[src/rtl/lmt_writer_if.sv]
// Memory write port between the LMT writer and the arbitrated memory.
// Beats complete on the clock edge where mem_req and mem_gnt are both high.
interface lmt_writer_if;
  logic        mem_req;
  logic        mem_gnt;
  logic [15:0] mem_addr;
  logic [15:0] mem_din;
  logic [1:0]  mem_wen;

  modport master (
    output mem_req,
    output mem_addr,
    output mem_din,
    output mem_wen,
    input  mem_gnt
  );

  modport slave (
    input  mem_req,
    input  mem_addr,
    input  mem_din,
    input  mem_wen,
    output mem_gnt
  );
endinterface

[src/rtl/lmt_writer.sv]
// Free-running timestamp counter; each upLMT rising edge snapshots the counter and writes
// it into the LMT region as little-endian 16-bit words over a req/gnt write port.
module lmt_writer #(
  parameter logic [15:0] LMT_BASE  = 16'h0040,
  parameter int unsigned LMT_WORDS = 4,
  parameter int unsigned CNT_W     = 64,
  parameter logic [15:0] PRESCALE  = 16'd1
) (
  input  logic             clk,
  input  logic             reset_n,
  input  logic             upLMT,
  lmt_writer_if.master     mem,
  output logic             busy,
  output logic             done,
  output logic [CNT_W-1:0] lmt_cnt
);
  localparam int unsigned PadW = 16 * LMT_WORDS;
  localparam int unsigned IdxW = (LMT_WORDS > 1) ? $clog2(LMT_WORDS) : 1;
  localparam logic [IdxW-1:0] LastIdx = IdxW'(LMT_WORDS - 1);

  typedef enum logic [1:0] {StIdle, StWrite, StDone} state_e;

  state_e            state_q, state_d;
  logic [15:0]       presc_q, presc_d;
  logic [CNT_W-1:0]  cnt_q, cnt_d;
  logic [CNT_W-1:0]  snap_q, snap_d;
  logic [CNT_W-1:0]  lmt_cnt_q, lmt_cnt_d;
  logic [IdxW-1:0]   idx_q, idx_d;
  logic              pending_q, pending_d;
  logic              uplmt_q;
  logic              rise;
  logic              req;
  logic [PadW-1:0]   snap_ext;

  assign rise = upLMT & ~uplmt_q;

  // Counter never stalls, including while an update is being written.
  always_comb begin
    presc_d = presc_q + 16'd1;
    cnt_d   = cnt_q;
    if (presc_q == PRESCALE - 16'd1) begin
      presc_d = '0;
      cnt_d   = cnt_q + CNT_W'(1);
    end
  end

  always_comb begin
    state_d   = state_q;
    idx_d     = idx_q;
    snap_d    = snap_q;
    lmt_cnt_d = lmt_cnt_q;
    pending_d = pending_q;
    unique case (state_q)
      StIdle: begin
        if (rise || pending_q) begin
          snap_d    = cnt_q;
          idx_d     = '0;
          pending_d = 1'b0;
          state_d   = StWrite;
        end
      end
      StWrite: begin
        if (rise) pending_d = 1'b1;
        if (mem.mem_gnt) begin
          if (idx_q == LastIdx) begin
            lmt_cnt_d = snap_q;
            state_d   = StDone;
          end else begin
            idx_d = idx_q + 1'b1;
          end
        end
      end
      StDone: begin
        // A rise coinciding with the follow-up snapshot is served by that snapshot.
        if (pending_q) begin
          snap_d    = cnt_q;
          idx_d     = '0;
          pending_d = 1'b0;
          state_d   = StWrite;
        end else begin
          pending_d = rise;
          state_d   = StIdle;
        end
      end
      default: state_d = StIdle;
    endcase
  end

  always_ff @(posedge clk or negedge reset_n) begin
    if (!reset_n) begin
      state_q   <= StIdle;
      presc_q   <= '0;
      cnt_q     <= '0;
      snap_q    <= '0;
      lmt_cnt_q <= '0;
      idx_q     <= '0;
      pending_q <= 1'b0;
      uplmt_q   <= 1'b0;
    end else begin
      state_q   <= state_d;
      presc_q   <= presc_d;
      cnt_q     <= cnt_d;
      snap_q    <= snap_d;
      lmt_cnt_q <= lmt_cnt_d;
      idx_q     <= idx_d;
      pending_q <= pending_d;
      uplmt_q   <= upLMT;
    end
  end

  // Words beyond CNT_W read as zero.
  assign snap_ext     = PadW'(snap_q);
  assign req          = (state_q == StWrite);
  assign mem.mem_req  = req;
  assign mem.mem_wen  = {2{req}};
  assign mem.mem_addr = LMT_BASE + (16'(idx_q) << 1);
  assign mem.mem_din  = snap_ext[16*idx_q +: 16];
  assign busy         = req;
  assign done         = (state_q == StDone);
  assign lmt_cnt      = lmt_cnt_q;
endmodule

[src/flat_wrapper.sv]
// flat-port wrapper written by rule: the top's interface ports become plain ports
module lmt_writer_flat 
#(
  parameter logic [15:0] LMT_BASE  = 16'h0040,
  parameter int unsigned LMT_WORDS = 4,
  parameter int unsigned CNT_W     = 64,
  parameter logic [15:0] PRESCALE  = 16'd1
)
  (clk, reset_n, upLMT, busy, done, lmt_cnt, mem_mem_req, mem_mem_addr, mem_mem_din, mem_mem_wen, mem_mem_gnt);
  lmt_writer_if mem_i ();
  input  logic clk;
  input  logic reset_n;
  input  logic upLMT;
  output logic busy;
  output logic done;
  output logic [CNT_W-1:0] lmt_cnt;
  output wire logic [$bits(mem_i.mem_req)-1:0] mem_mem_req;
  output wire logic [$bits(mem_i.mem_addr)-1:0] mem_mem_addr;
  output wire logic [$bits(mem_i.mem_din)-1:0] mem_mem_din;
  output wire logic [$bits(mem_i.mem_wen)-1:0] mem_mem_wen;
  input wire logic [$bits(mem_i.mem_gnt)-1:0] mem_mem_gnt;
  assign mem_mem_req = mem_i.mem_req;
  assign mem_mem_addr = mem_i.mem_addr;
  assign mem_mem_din = mem_i.mem_din;
  assign mem_mem_wen = mem_i.mem_wen;
  assign mem_i.mem_gnt = mem_mem_gnt;
  lmt_writer #(.LMT_BASE(LMT_BASE), .LMT_WORDS(LMT_WORDS), .CNT_W(CNT_W), .PRESCALE(PRESCALE)) u_core (.clk(clk), .reset_n(reset_n), .upLMT(upLMT), .mem(mem_i), .busy(busy), .done(done), .lmt_cnt(lmt_cnt));
endmodule
[config.mk]
export PLATFORM = sky130hd
export DESIGN_NAME = lmt_writer_flat
export DESIGN_NICKNAME = d
export VERILOG_FILES = /design/src/rtl/lmt_writer_if.sv /design/src/rtl/lmt_writer.sv /design/src/flat_wrapper.sv
export SDC_FILE = /design/constraint.sdc
export NUM_CORES = 1
export LEC_CHECK = 0
export CORE_ASPECT_RATIO = 0.8
export CORE_UTILIZATION = 55
export CTS_BUF_LIST = sky130_fd_sc_hd__clkbuf_4 sky130_fd_sc_hd__clkbuf_8 sky130_fd_sc_hd__clkbuf_16
export CTS_CLUSTER_SIZE = 20
export DETAILED_ROUTE_END_ITERATION = 10
export PLACE_DENSITY_LB_ADDON = 0.2
export SYNTH_ARGS = -nofsm -noshare
export SYNTH_HDL_FRONTEND = slang
export SYNTH_SLANG_ARGS = --single-unit
[constraint.sdc]
create_clock -name clk -period 4.8 [get_ports clk]
set_clock_uncertainty 0.1 [all_clocks]
set_input_delay 0.96 -clock clk [delete_from_list [all_inputs] [get_ports clk]]
set_output_delay 0.96 -clock clk [all_outputs]
set_load 0.03 [all_outputs]
==> results of run 1 <==
sequential cells by signal, indices dropped and copies added, names as in the netlist:
signal	count
u_core.snap_ext	64
u_core.cnt_q	64
u_core.uplmt_q	1
u_core.pending_q	1
u_core.state_q	2
u_core.presc_q	16
u_core.lmt_cnt	64
u_core.idx_q	2
worst min-delay path by stage:
stage / from / endpoint / slack, ns / cells past startpoint
final: u_core.cnt_q[63]$_DFFE_PN0N_ / u_core.cnt_q[63]$_DFFE_PN0N_ / 0.38 / 1
after floorplan: u_core.cnt_q[63]$_DFFE_PN0N_ / u_core.cnt_q[63]$_DFFE_PN0N_ / 0.34 / 1
after detailed placement: u_core.cnt_q[63]$_DFFE_PN0N_ / u_core.cnt_q[63]$_DFFE_PN0N_ / 0.37 / 1
after CTS: u_core.cnt_q[63]$_DFFE_PN0N_ / u_core.cnt_q[63]$_DFFE_PN0N_ / 0.38 / 1
after global routing: u_core.cnt_q[63]$_DFFE_PN0N_ / u_core.cnt_q[63]$_DFFE_PN0N_ / 0.41 / 1
after global placement: u_core.cnt_q[63]$_DFFE_PN0N_ / u_core.cnt_q[63]$_DFFE_PN0N_ / 0.36 / 1
synthesized netlist by cell type, drive strengths merged:
| library cell | count |
|---|---|
| dfrtp | 214 |
| mux2 | 119 |
| nand2 | 56 |
| xor2 | 45 |
| xnor2 | 32 |
| nor3 | 31 |
| nor2 | 30 |
| nand3 | 27 |
| buf | 23 |
| nand4 | 23 |
| nor4 | 20 |
| clkbuf | 19 |
| o21ai | 17 |
| inv | 16 |
| mux4 | 16 |
| ha | 8 |
| and3 | 6 |
| or2 | 4 |
| a21oi | 3 |
| nand2b | 3 |
| and2 | 2 |
| and4 | 2 |
| conb | 2 |
| or3 | 2 |
| a2111o | 1 |
| nor2b | 1 |
| nor3b | 1 |
| nor4b | 1 |
| o21a | 1 |
| or4 | 1 |
| or4b | 1 |
placed cells by master, fill, tap and decap left out, types with 8 or more instances in the layout:
cell type,count
mux2_2,119
xnor2_1,32
mux4_2,16
o21ai_0,16
nor4_1,17
dfrtp_1,214
inv_1,16
nand2_1,56
nor2_1,30
xor2_1,45
clkdlybuf4s50_1,89
ha_1,8
nor3_1,26
nand3_1,26
conb_1,14
nand4_1,19
clkbuf_16,21
power breakdown:
group	internal, W	switching, W
Sequential	0.00186	0.0000817
Clock	0.00107	0.000657
Combinational	0.000334	0.000426
Total	0.00327	0.00117
kinds of logic after synthesis:
family	share of synthesized area, %
compound gates	1.26
xor+xnor	7.16
fa+ha+maj	1.06
buf+inv	3.14
flops	56.9
mux	18.1
other cells	0.0798
simple gates	12.4
per-layer routing:
metal  up-vias  global-route usage [%]  routed length [um]
met2       203                    37.2                9540
met4         0                    6.51                 446
li1       2707                       -                   -
met5         -                       0                   0
met1      3081                    37.2                9630
met3        39                    4.44                1250
through the flow:
stage          instance area, sq um  power, W
4_1_cts                       11200   0.00448
5_1_grt                       11200   0.00460
3_3_place_gp                  10500   0.00272
6_report                      11200   0.00443
3_5_place_dp                  10500   0.00274
2_1_floorplan                  9460   0.00249
layout make-up:
class / count / area (sq um) / share of cell area [%]
flip-flops and latches: 214 / 5360 / 47.8
multi-input cells: 467 / 3830 / 34.1
repair buffers: 95 / 955 / 8.51
clock buffers: 26 / 582 / 5.19
well taps: 220 / 275 / 2.46
clock inverters: 11 / 158 / 1.41
inverters: 16 / 60.1 / 0.536
==> impl_metrics.toml, run 1 <==
[yosys]
synth-seq-area-share_pct = 56.9
yosys.area.top_type = "dfrtp_1"
yosys_warnings = 0
synth.avg_cell_area_sq_um = 13.0
proportion_of_netlist_area_held_by_the_largest_area_contributor_pct = 56.9
synth.lib_cells_used.distinct = 38
post_synthesis_cell_count = 727
synth.area.top_cells = "dfrtp_1, mux2_2, xor2_1, mux4_2, xnor2_1"
ys_seq_elements = 214
synth.cell_area_sq_um = 9420

[sta]
final_slew_violations = 0
clock_period_minus_final_worst_setup_slack_ns = 3.87
report.final.setup_viol = 0
tns_ns = 0
final_min_period_over_clock_period_pct = 80.7
achievable_clock_frequency_mhz = 258
worstMarginPinSlew_ns = 0.988
finalWorstSetupSlack_ns = 0.927
timing.hold.ws_ns = 0.381
finalHoldViolCount = 0
rsz_0062_raised_after_global_routing = "false"
slew_headroom_pct = 33.9

[routing]
drc = 0
drt-pass1-iter-count = 5
final_antenna_net_count = 0
postRouteWirelength_mm = 20.9
iteration_0_drc_count_of_the_detailed_router = 454
route.detailed.vias_per_inst = 5.75
num_vias = 6030
drt-wirelength-per-cell_um = 19.9

[grt]
maximum_number_of_pins_on_one_net_before_global_route_repair = 113
grt_antenna_before_repair = 0
globalRouteOverflowTotal = 0
grt_usage_pct = 24.8
grt_first_pass_wirelength_mm = 33.7
first_global_vias = 6109

[setup_path]
path_delay_family = "buffers and inverters"
r2r-end = "u_core.lmt_cnt[46]$_DFFE_PN0P_"
critPathKind = "register to output pin"
cp_num_cells = 3
reg2reg_from = "u_core.idx_q[1]$_DFFE_PN0P_"
cell_with_the_largest_stage_delay_on_the_worst_path = "dfrtp_1"
timing.critical_path.to_type = "output pin"
cp.required_ns = 3.74
worst-r2r-setup-slack_ns = 1.88
critPathBufInv = 2
end_point_of_the_critical_path = "mem_mem_din[6]"
startpoint_type = "register"
crit_chain = "buf_4 -> mux4_2 -> clkdlybuf4s50_1"
worst_path_largest_cell_delay_ns = 0.84
cp-startpoint = "u_core.idx_q[0]$_DFFE_PN0P_"
path_max_fanout = 13
ff_to_ff_path_depth = 4
worstPathArrival_ns = 2.81

[die]
y_dimension_of_the_die_um = 119
pin_count = 105
die_width_um = 148
start_util_pct = 56.5
die-area_sq_um = 17700
floorplan.rows = 42
floorplan.core_area_sq_um = 16700

[cts]
cts_post_setup_buffers_inserted = 0
clockRootBuffer = "clkbuf_16"
cts.sinks = 214
worst_skew_pair_later_pin_latency_ns = 0.49
tritoncts.num_buffers = 21
cts-root-to-sink-buffers = 3
ctsResizeCount = 0
cts_max_level = 1
worst_setup_hold_path_clk_slew_ns = 0.06
hold_buffers = 0
clock_tree_from_tritoncts = "built"

[outcome]
status = "finished, final reports clean"

[pwr]
power.static_leakage_nw = 5.32
power_density_nw_per_um2 = 396
vdd_ir_drop_max_uv = 223

[place]
numPortBuffers = 90
dp_hpwl_mm = 15.0
post-place-cells = 1012
gpl.final_weighted_congestion = 0.855
preCtsSetupSlack_ns = 1.39

[finish]
drive_above_1_share_pct = 23.8
insertedDiodeCount = 0
layout_area_overhead_pct = 19.1
design.final.nets = 827
post-route-util_pct = 67.3
final-instance-count-excl-fill = 1049
layout.filler_cells = 1139

[hold_path]
min_path_type = "register to register"

[run]
drv_cap = 0
No activity file was read; power rests on OpenSTA's default activity.
==> run 2, diff against run 1 <==
Clock period 4.8 ns to 3.71 ns, I/O delays scaled along.
==> impl_metrics.toml, run 2 (same netlist as run 1, synthesis figures left out) <==
[die]
pin_count = 105
y_dimension_of_the_die_um = 119
start_util_pct = 56.5
floorplan.core_area_sq_um = 16700
floorplan.rows = 42
die-area_sq_um = 17700
die_width_um = 148

[setup_path]
critPathKind = "register to output pin"
worst-r2r-setup-slack_ns = 0.93
worst_path_largest_cell_delay_ns = 0.61
r2r-end = "u_core.cnt_q[62]$_DFFE_PN0N_"
path_max_fanout = 19
cp-startpoint = "u_core.idx_q[0]$_DFFE_PN0P_"
worstPathArrival_ns = 2.42
ff_to_ff_path_depth = 7
cp.required_ns = 2.87
crit_chain = "buf_4 -> mux4_2 -> clkdlybuf4s50_1"
startpoint_type = "register"
cell_with_the_largest_stage_delay_on_the_worst_path = "clkdlybuf4s50_1"
reg2reg_from = "u_core.presc_q[0]$_DFF_PN0_"
timing.critical_path.to_type = "output pin"

[cts]
clockRootBuffer = "clkbuf_16"
worst_skew_pair_later_pin_latency_ns = 0.50
cts_max_level = 1
ctsResizeCount = 0
hold_buffers = 0
worst_setup_hold_path_clk_slew_ns = 0.06
cts-root-to-sink-buffers = 3
clock_tree_from_tritoncts = "built"
cts_post_setup_buffers_inserted = 0
cts.sinks = 214
tritoncts.num_buffers = 22

[finish]
design.final.nets = 831
layout.cells.most_common_list = "dfrtp_1, mux2_2, clkdlybuf4s50_1"
insertedDiodeCount = 0
final-instance-count-excl-fill = 1055
drive_above_1_share_pct = 24.3
layout_area_overhead_pct = 20.1
final_common_cell = "dfrtp_1"

[routing]
drt-pass1-iter-count = 4
num_vias = 6097
drc = 0
final_antenna_net_count = 0
drt-wirelength-per-cell_um = 19.7
route.detailed.vias_per_inst = 5.78
iteration_0_drc_count_of_the_detailed_router = 311
postRouteWirelength_mm = 20.8

[place]
gpl.final_weighted_congestion = 0.851
post-place-cells = 1015
numPortBuffers = 90
dp_hpwl_mm = 14.8

[sta]
slew_headroom_pct = 28.1
finalHoldViolCount = 0
report.final.setup_viol = 0
final_min_period_over_clock_period_pct = 87.8
achievable_clock_frequency_mhz = 307
tns_ns = 0
final_slew_violations = 0
rsz_0062_raised_after_global_routing = "false"
clock_period_minus_final_worst_setup_slack_ns = 3.26
worstMarginPinSlew_ns = 1.07

[outcome]
status = "finished, final reports clean"

[grt]
globalRouteOverflowTotal = 0
grt_usage_pct = 24.6
grt_first_pass_wirelength_mm = 33.5
grt_antenna_before_repair = 0
maximum_number_of_pins_on_one_net_before_global_route_repair = 103
first_global_vias = 6162

[pwr]
vdd_ir_drop_max_uv = 348
power.static_leakage_nw = 5.36
power_density_nw_per_um2 = 517

[run]
drv_cap = 0

[hold_path]
min_path_type = "input pin to asynchronous set/reset pin"
[run 2: changes by cell type in the layout (fill, tap and decap cells not counted), moves of 2 or more]
cell	delta
buf_12	+2
clkbuf_16	+2
clkinv_2	-3
clkinv_4	+2
clkinvlp_4	+2
[run 2: final cells by class]
type | count | area (sq um)
repair buffers | 98 | 1000
flip-flops and latches | 214 | 5360
fillers | 1116 | 5350
clock buffers | 28 | 632
inverters | 16 | 60.1
clock inverters | 12 | 154
well taps | 220 | 275
multi-input cells | 467 | 3830
[run 2: worst max-delay path: cells and delay by family, from the launching register on]
family	cells	cell delay, ns
buffers and inverters	2	0.96
muxes	1	0.58
DFF	1	0.36
[run 2: stage by stage]
step	power [W]	setup slack, ns	hold WS (ns)	util [%]	area, sq um
after floorplan	0.00322	0.868	0.341	-	9460
after global placement	0.00352	0.927	0.363	63.2	10500
after detailed placement	0.00356	0.897	0.369	63.2	10500
after CTS	0.00589	0.428	0.247	67.9	11300
after global routing	0.00606	0.371	0.275	67.9	11300
final	0.00585	0.452	0.212	67.9	11300
[run 2: worst max-delay path by stage]
stage,endpoint,cells after the start
floorplan,mem_mem_din[10],3
global placement,u_core.snap_ext[41]$_DFFE_PN0P_,6
detailed placement,u_core.snap_ext[59]$_DFFE_PN0P_,6
CTS,mem_mem_din[5],3
global route,mem_mem_din[5],3
finish,mem_mem_din[5],3
[run 2: power breakdown]
part | switching, W | internal (W)
clock | 0.000914 | 0.00142
combinational | 0.000598 | 0.000446
sequential | 0.0000547 | 0.00241
[run 2: routing by layer]
metal  GRT usage, %  vias up  routed length, um
met5              0        -                  0
met4           5.80        0                395
met3           4.18       32               1150
met2           38.1      188               9790
met1           36.4     3159               9490
li1               -     2718                  -
